==> config.mk <==
export PLATFORM = sky130hd
export DESIGN_NAME = uart_rx_frontend
export DESIGN_NICKNAME = d
export VERILOG_FILES = /design/src/rtl/uart_rx_frontend.sv
export SDC_FILE = /design/constraint.sdc
export NUM_CORES = 1
export LEC_CHECK = 0
export ABC_AREA = 0
export BUFFER_PORTS_ARGS = -buffer_cell sky130_fd_sc_hd__buf_2
export CAP_MARGIN = 20
export CORE_ASPECT_RATIO = 0.75
export CORE_MARGIN = 1.5
export CORE_UTILIZATION = 35
export DETAILED_ROUTE_END_ITERATION = 12
export PLACE_DENSITY = 0.54
export SKIP_LAST_GASP = 1
export SYNTH_ARGS = -nofsm -noshare
export SYNTH_HDL_FRONTEND = slang
export SYNTH_SLANG_ARGS = --single-unit
==> constraint.sdc <==
create_clock -name clk -period 4.68 [get_ports clk]
set_input_delay 0.936 -clock clk [delete_from_list [all_inputs] [get_ports clk]]
set_output_delay 0.936 -clock clk [all_outputs]
set_load 0.02 [all_outputs]
==> src/rtl/uart_rx_frontend.sv <==
// Serial receive front end: synchronised rxd, 8N1 framing with mid-bit 2-of-3 voting,
// false-start rejection, framing-error and overrun flags. Define UART_RX_PARITY_EN for 8E1.
module uart_rx_frontend #(
    parameter int CLK_DIVISION = 443,
    parameter int SYNC_STAGES  = 2
) (
    input  logic       clk,
    input  logic       reset,
    input  logic       rx_in,
    input  logic       rx_enable,
    input  logic       uld_rx_data,
    output logic [7:0] rx_data,
    output logic       rx_empty,
    output logic       frame_err,
    output logic       overrun,
`ifdef UART_RX_PARITY_EN
    output logic       parity_err,
`endif
    output logic       busy
);
    localparam int H     = CLK_DIVISION / 2;
    localparam int CNT_W = $clog2(CLK_DIVISION);
    localparam logic [CNT_W-1:0] CNT_LAST = CNT_W'(CLK_DIVISION - 1);
    localparam logic [CNT_W-1:0] CNT_S0   = CNT_W'(H - 1);
    localparam logic [CNT_W-1:0] CNT_S1   = CNT_W'(H);
    localparam logic [CNT_W-1:0] CNT_VOTE = CNT_W'(H + 1);

    typedef enum logic [2:0] {
        IDLE,
        START,
        DATA,
`ifdef UART_RX_PARITY_EN
        PARITY,
`endif
        STOP,
        WAIT_HIGH
    } state_e;

    state_e                 state_q, state_d;
    logic [SYNC_STAGES-1:0] sync_q, sync_d;
    logic                   rs_prev_q, rs_prev_d;
    logic [CNT_W-1:0]       cnt_q, cnt_d, cnt_nxt;
    logic [2:0]             bit_q, bit_d;
    logic [7:0]             shift_q, shift_d;
    logic                   s0_q, s0_d, s1_q, s1_d;
    logic [7:0]             rx_data_q, rx_data_d;
    logic                   rx_empty_q, rx_empty_d;
    logic                   frame_err_q, frame_err_d;
    logic                   overrun_q, overrun_d;
`ifdef UART_RX_PARITY_EN
    logic                   par_q, par_d;
    logic                   parity_err_q, parity_err_d;
`endif
    logic                   rs, cnt_wrap, vote_edge, vote, deliver;

    assign rs = sync_q[SYNC_STAGES-1];

    // Timing points are named by the cnt value an edge produces: entry to START is the
    // cnt=0 edge, and the vote uses samples from the H-1 and H edges plus rs on the H+1 edge.
    always_comb begin
        sync_d      = {sync_q[SYNC_STAGES-2:0], rx_in};
        rs_prev_d   = rs;
        state_d     = state_q;
        cnt_wrap    = (cnt_q == CNT_LAST);
        cnt_nxt     = cnt_wrap ? '0 : cnt_q + 1'b1;
        cnt_d       = cnt_nxt;
        vote_edge   = (cnt_nxt == CNT_VOTE);
        vote        = (s0_q & s1_q) | (s0_q & rs) | (s1_q & rs);
        s0_d        = (cnt_nxt == CNT_S0) ? rs : s0_q;
        s1_d        = (cnt_nxt == CNT_S1) ? rs : s1_q;
        bit_d       = bit_q;
        shift_d     = shift_q;
        rx_data_d   = rx_data_q;
        rx_empty_d  = rx_empty_q;
        frame_err_d = 1'b0;
        overrun_d   = 1'b0;
        deliver     = 1'b0;
`ifdef UART_RX_PARITY_EN
        par_d        = par_q;
        parity_err_d = 1'b0;
`endif

        unique case (state_q)
            IDLE: begin
                cnt_d = '0;
                if (rx_enable && rs_prev_q && !rs) begin
                    state_d = START;
                end
            end
            START: begin
                if (vote_edge && vote) begin
                    state_d = IDLE;
                end else if (cnt_wrap) begin
                    state_d = DATA;
                    bit_d   = 3'd0;
                end
            end
            DATA: begin
                if (vote_edge) begin
                    shift_d = {vote, shift_q[7:1]};
                end
                if (cnt_wrap) begin
                    bit_d = bit_q + 3'd1;
                    if (bit_q == 3'd7) begin
`ifdef UART_RX_PARITY_EN
                        state_d = PARITY;
`else
                        state_d = STOP;
`endif
                    end
                end
            end
`ifdef UART_RX_PARITY_EN
            PARITY: begin
                if (vote_edge) begin
                    par_d = vote;
                end
                if (cnt_wrap) begin
                    state_d = STOP;
                end
            end
`endif
            STOP: begin
                if (vote_edge) begin
                    if (!vote) begin
                        frame_err_d = 1'b1;
                        state_d     = WAIT_HIGH;
                    end else begin
                        // Leave half a bit early so the next start edge is caught cleanly.
                        state_d = IDLE;
`ifdef UART_RX_PARITY_EN
                        if (^{shift_q, par_q}) begin
                            parity_err_d = 1'b1;
                        end else begin
                            deliver = 1'b1;
                        end
`else
                        deliver = 1'b1;
`endif
                    end
                end
            end
            WAIT_HIGH: begin
                cnt_d = '0;
                if (rs) begin
                    state_d = IDLE;
                end
            end
            default: begin
                state_d = IDLE;
                cnt_d   = '0;
            end
        endcase

        if (!rx_enable) begin
            state_d     = IDLE;
            cnt_d       = '0;
            frame_err_d = 1'b0;
            deliver     = 1'b0;
`ifdef UART_RX_PARITY_EN
            parity_err_d = 1'b0;
`endif
        end

        // Handshake: rx_empty=0 means rx_data holds an unread byte; uld_rx_data high on an
        // edge with rx_empty=0 consumes it, and a delivery on that same edge replaces it.
        if (deliver) begin
            if (rx_empty_q || uld_rx_data) begin
                rx_data_d  = shift_q;
                rx_empty_d = 1'b0;
            end else begin
                overrun_d = 1'b1;
            end
        end else if (uld_rx_data && !rx_empty_q) begin
            rx_empty_d = 1'b1;
        end
    end

    always_ff @(posedge clk) begin
        if (reset) begin
            state_q     <= IDLE;
            sync_q      <= '1;
            rs_prev_q   <= 1'b1;
            cnt_q       <= '0;
            bit_q       <= '0;
            shift_q     <= '0;
            s0_q        <= 1'b1;
            s1_q        <= 1'b1;
            rx_data_q   <= 8'h00;
            rx_empty_q  <= 1'b1;
            frame_err_q <= 1'b0;
            overrun_q   <= 1'b0;
`ifdef UART_RX_PARITY_EN
            par_q        <= 1'b0;
            parity_err_q <= 1'b0;
`endif
        end else begin
            state_q     <= state_d;
            sync_q      <= sync_d;
            rs_prev_q   <= rs_prev_d;
            cnt_q       <= cnt_d;
            bit_q       <= bit_d;
            shift_q     <= shift_d;
            s0_q        <= s0_d;
            s1_q        <= s1_d;
            rx_data_q   <= rx_data_d;
            rx_empty_q  <= rx_empty_d;
            frame_err_q <= frame_err_d;
            overrun_q   <= overrun_d;
`ifdef UART_RX_PARITY_EN
            par_q        <= par_d;
            parity_err_q <= parity_err_d;
`endif
        end
    end

    assign rx_data   = rx_data_q;
    assign rx_empty  = rx_empty_q;
    assign frame_err = frame_err_q;
    assign overrun   = overrun_q;
    assign busy      = (state_q != IDLE);
`ifdef UART_RX_PARITY_EN
    assign parity_err = parity_err_q;
`endif

endmodule

==> qor.csv <==
metric,value,unit
status,finished clean,
cts_tree,built,
cts.clk_slew.worst_paths,70,ps
synth_xor_area_share,2.86,%
layout_commonest_cell,dfxtp_1,
p_leak,0.863,nW
die_h,65.8,um
final_cell_mix,"39 x dfxtp_1, 16 x buf_2, 14 x nor2_1",
seq_area_frac_synth,42.4,%
ant_nets,0,
avgRoutedWirePerCell,13.2,um
tightest_slew,709,ps
insertion_delay,280,ps
cp-end-kind,register,
area_growth_syn_to_layout,12.7,%
arrival,2440,ps
core.rowCount,22,
cp_max_fo,15,
max_freq,441,MHz
period_minus_slack,2270,ps
vias,1423,
dieWidth,86.7,um
antenna_found_initial,0,
dp.cells,272,
synth_top_area_share,42.4,%
synth_flop_cell,dfxtp_1,
post_cts_buffers,0,
core_area,4980,um2
async_reset_ff_share,0,%
cts_root_buffer,clkbuf_8,
grt_pass1_wl,5.99,mm
final_hold_viol_count,0,
grt_overflow,0,
place_congestion,0.707,
synth_top_family_by_area,simple AND/OR/NAND/NOR gates,
cp-start-kind,register,
fin_nets,218,
fin_setup_tns,0,ps
via_per_inst,5.08,
wl,3.69,mm
design_area,2070,um2
drc_errors,0,
die_area,5710,um2
dp_hpwl,2.59,mm
synth-seq-cells,39,
hold_path.class,reg2reg,
postCtsResizedCells,0,
synth-edff-count,0,
first_pass_iters,4,
clock_path_buffers,2,
cts_made_buffers,5,
drv_cap,0,
ys_types,49,
netlist_area,1840,um2
ios,17,
start_util,36.9,%
hold_buffers,0,
path_class,reg2reg,
synth_area_leaders,"dfxtp_1 42%, mux2i_1 5.4%, ha_1 4.1%",
pwr_density_cell,331,nW/um2
grt_pass1_vias,1177,
slew_headroom,52.5,%
irDropWorstVdd,0.000140,V
yosys.area.top_type,dfxtp_1,
clock_skew,3.63,ps
yosys.area_share.simple,26.4,%
drt_iter0_drc,61,
drive_gt1_share,14.9,%
grt_usage,13.8,%
yosys_warnings,0,
port_buffers,16,
fillers,507,
syn_area_per_cell,9.49,um2
synthAdderAreaFrac,4.62,%
cts_sinks,39,
holdWs,411,ps
synth_nets,205,
period_share,48.4,%
muxShareOfSynthArea,6.66,%
finalPower,0.000687,W
drv_slew,0,
finalSetupViolations,0,
worstPathRequired,4850,ps
rsz0062_at_grt,no,
cts-htree-levels,2,
dpl_cell_area,1940,um2
synthCells,194,
grt_max_degree,31,
finalNonFillerCells,280,
synth_compound_area_share,12.2,%
antenna_cells,0,
[layout make-up]
class                   instances  area (um2)  area share [%]
inverters                       5        18.8           0.905
clock buffers                   6        72.6            3.50
flip-flops and latches         39         781            37.6
multi-input cells             140         972            46.9
repair buffers                 16        80.1            3.86
well taps                      72        90.1            4.34
clock inverters                 2        60.1            2.90
[worst paths after layout]
kind	startpoint	endpoint	slack, ps	cells after the start
hold reg to reg	sync_q[0]	sync_q[1]	410	1
setup reg to reg	cnt_q[0]	shift_q[5]	2410	6
setup / recovery	cnt_q[0]	shift_q[5]	2410	6
hold / removal	sync_q[0]	sync_q[1]	410	1
[report_power, final]
part	internal, W	leakage (nW)	total [W]	switching [W]
logic	0.0000105	0.482	0.0000210	0.0000106
registers	0.000337	0.315	0.000340	0.00000383
clock network	0.000213	0.0654	0.000326	0.000113
[synthesized netlist by cell type, drive strengths merged (3+ instances only)]
| cell type | instances |
|---|---|
| inv | 5 |
| nor2 | 14 |
| buf | 3 |
| nand3 | 11 |
| mux2i | 11 |
| nand4 | 11 |
| xor2 | 4 |
| ha | 6 |
| clkbuf | 6 |
| nand2b | 12 |
| and3 | 5 |
| a21oi | 12 |
| nor3b | 3 |
| nor2b | 4 |
| o21ai | 10 |
| nand3b | 4 |
| dfxtp | 39 |
| nand2 | 3 |
[through the flow]
stage	utilization (%)	worst slack, ps
finish	41.6	2410
global route	41.6	2250
detailed placement	39.0	2320
floorplan	-	2770
CTS	41.6	2400
global placement	39.0	2280
[cell families (layout without fill, tap and decap cells)]
group | after synthesis | in the layout
adders and majority gates | 7 | 7
AOI/OAI and AO/OA | 36 | 36
muxes | 11 | 11
buffers and inverters | 15 | 29
and+or+nand+nor | 80 | 80
xor gates and xnor gates | 6 | 6
DFF | 39 | 39
[metal layers]
layer	global-route usage [%]	share of wire, %	vias to the layer above
met2	16.5	37	34
met3	4.12	4.7	5
met4	3.63	0.89	0
met5	0	0	-
li1	-	-	728
met1	22.6	57	656
[sequential cells by signal (all words and copies together), names as in the netlist, 2 cells and up]
register and count:
bit_q 3, cnt_q 9, rx_data 8, shift_q 8, state_q 3, sync_q 2
[worst max-delay path: stages, from the launching register on]
cell and delay (ps):
dfxtp_1 360, ha_1 270, nand2b_1 170, o21ai_0 200, a32o_1 610, nand4_4 340, mux2i_1 190
(Power assumes the default switching activity.)
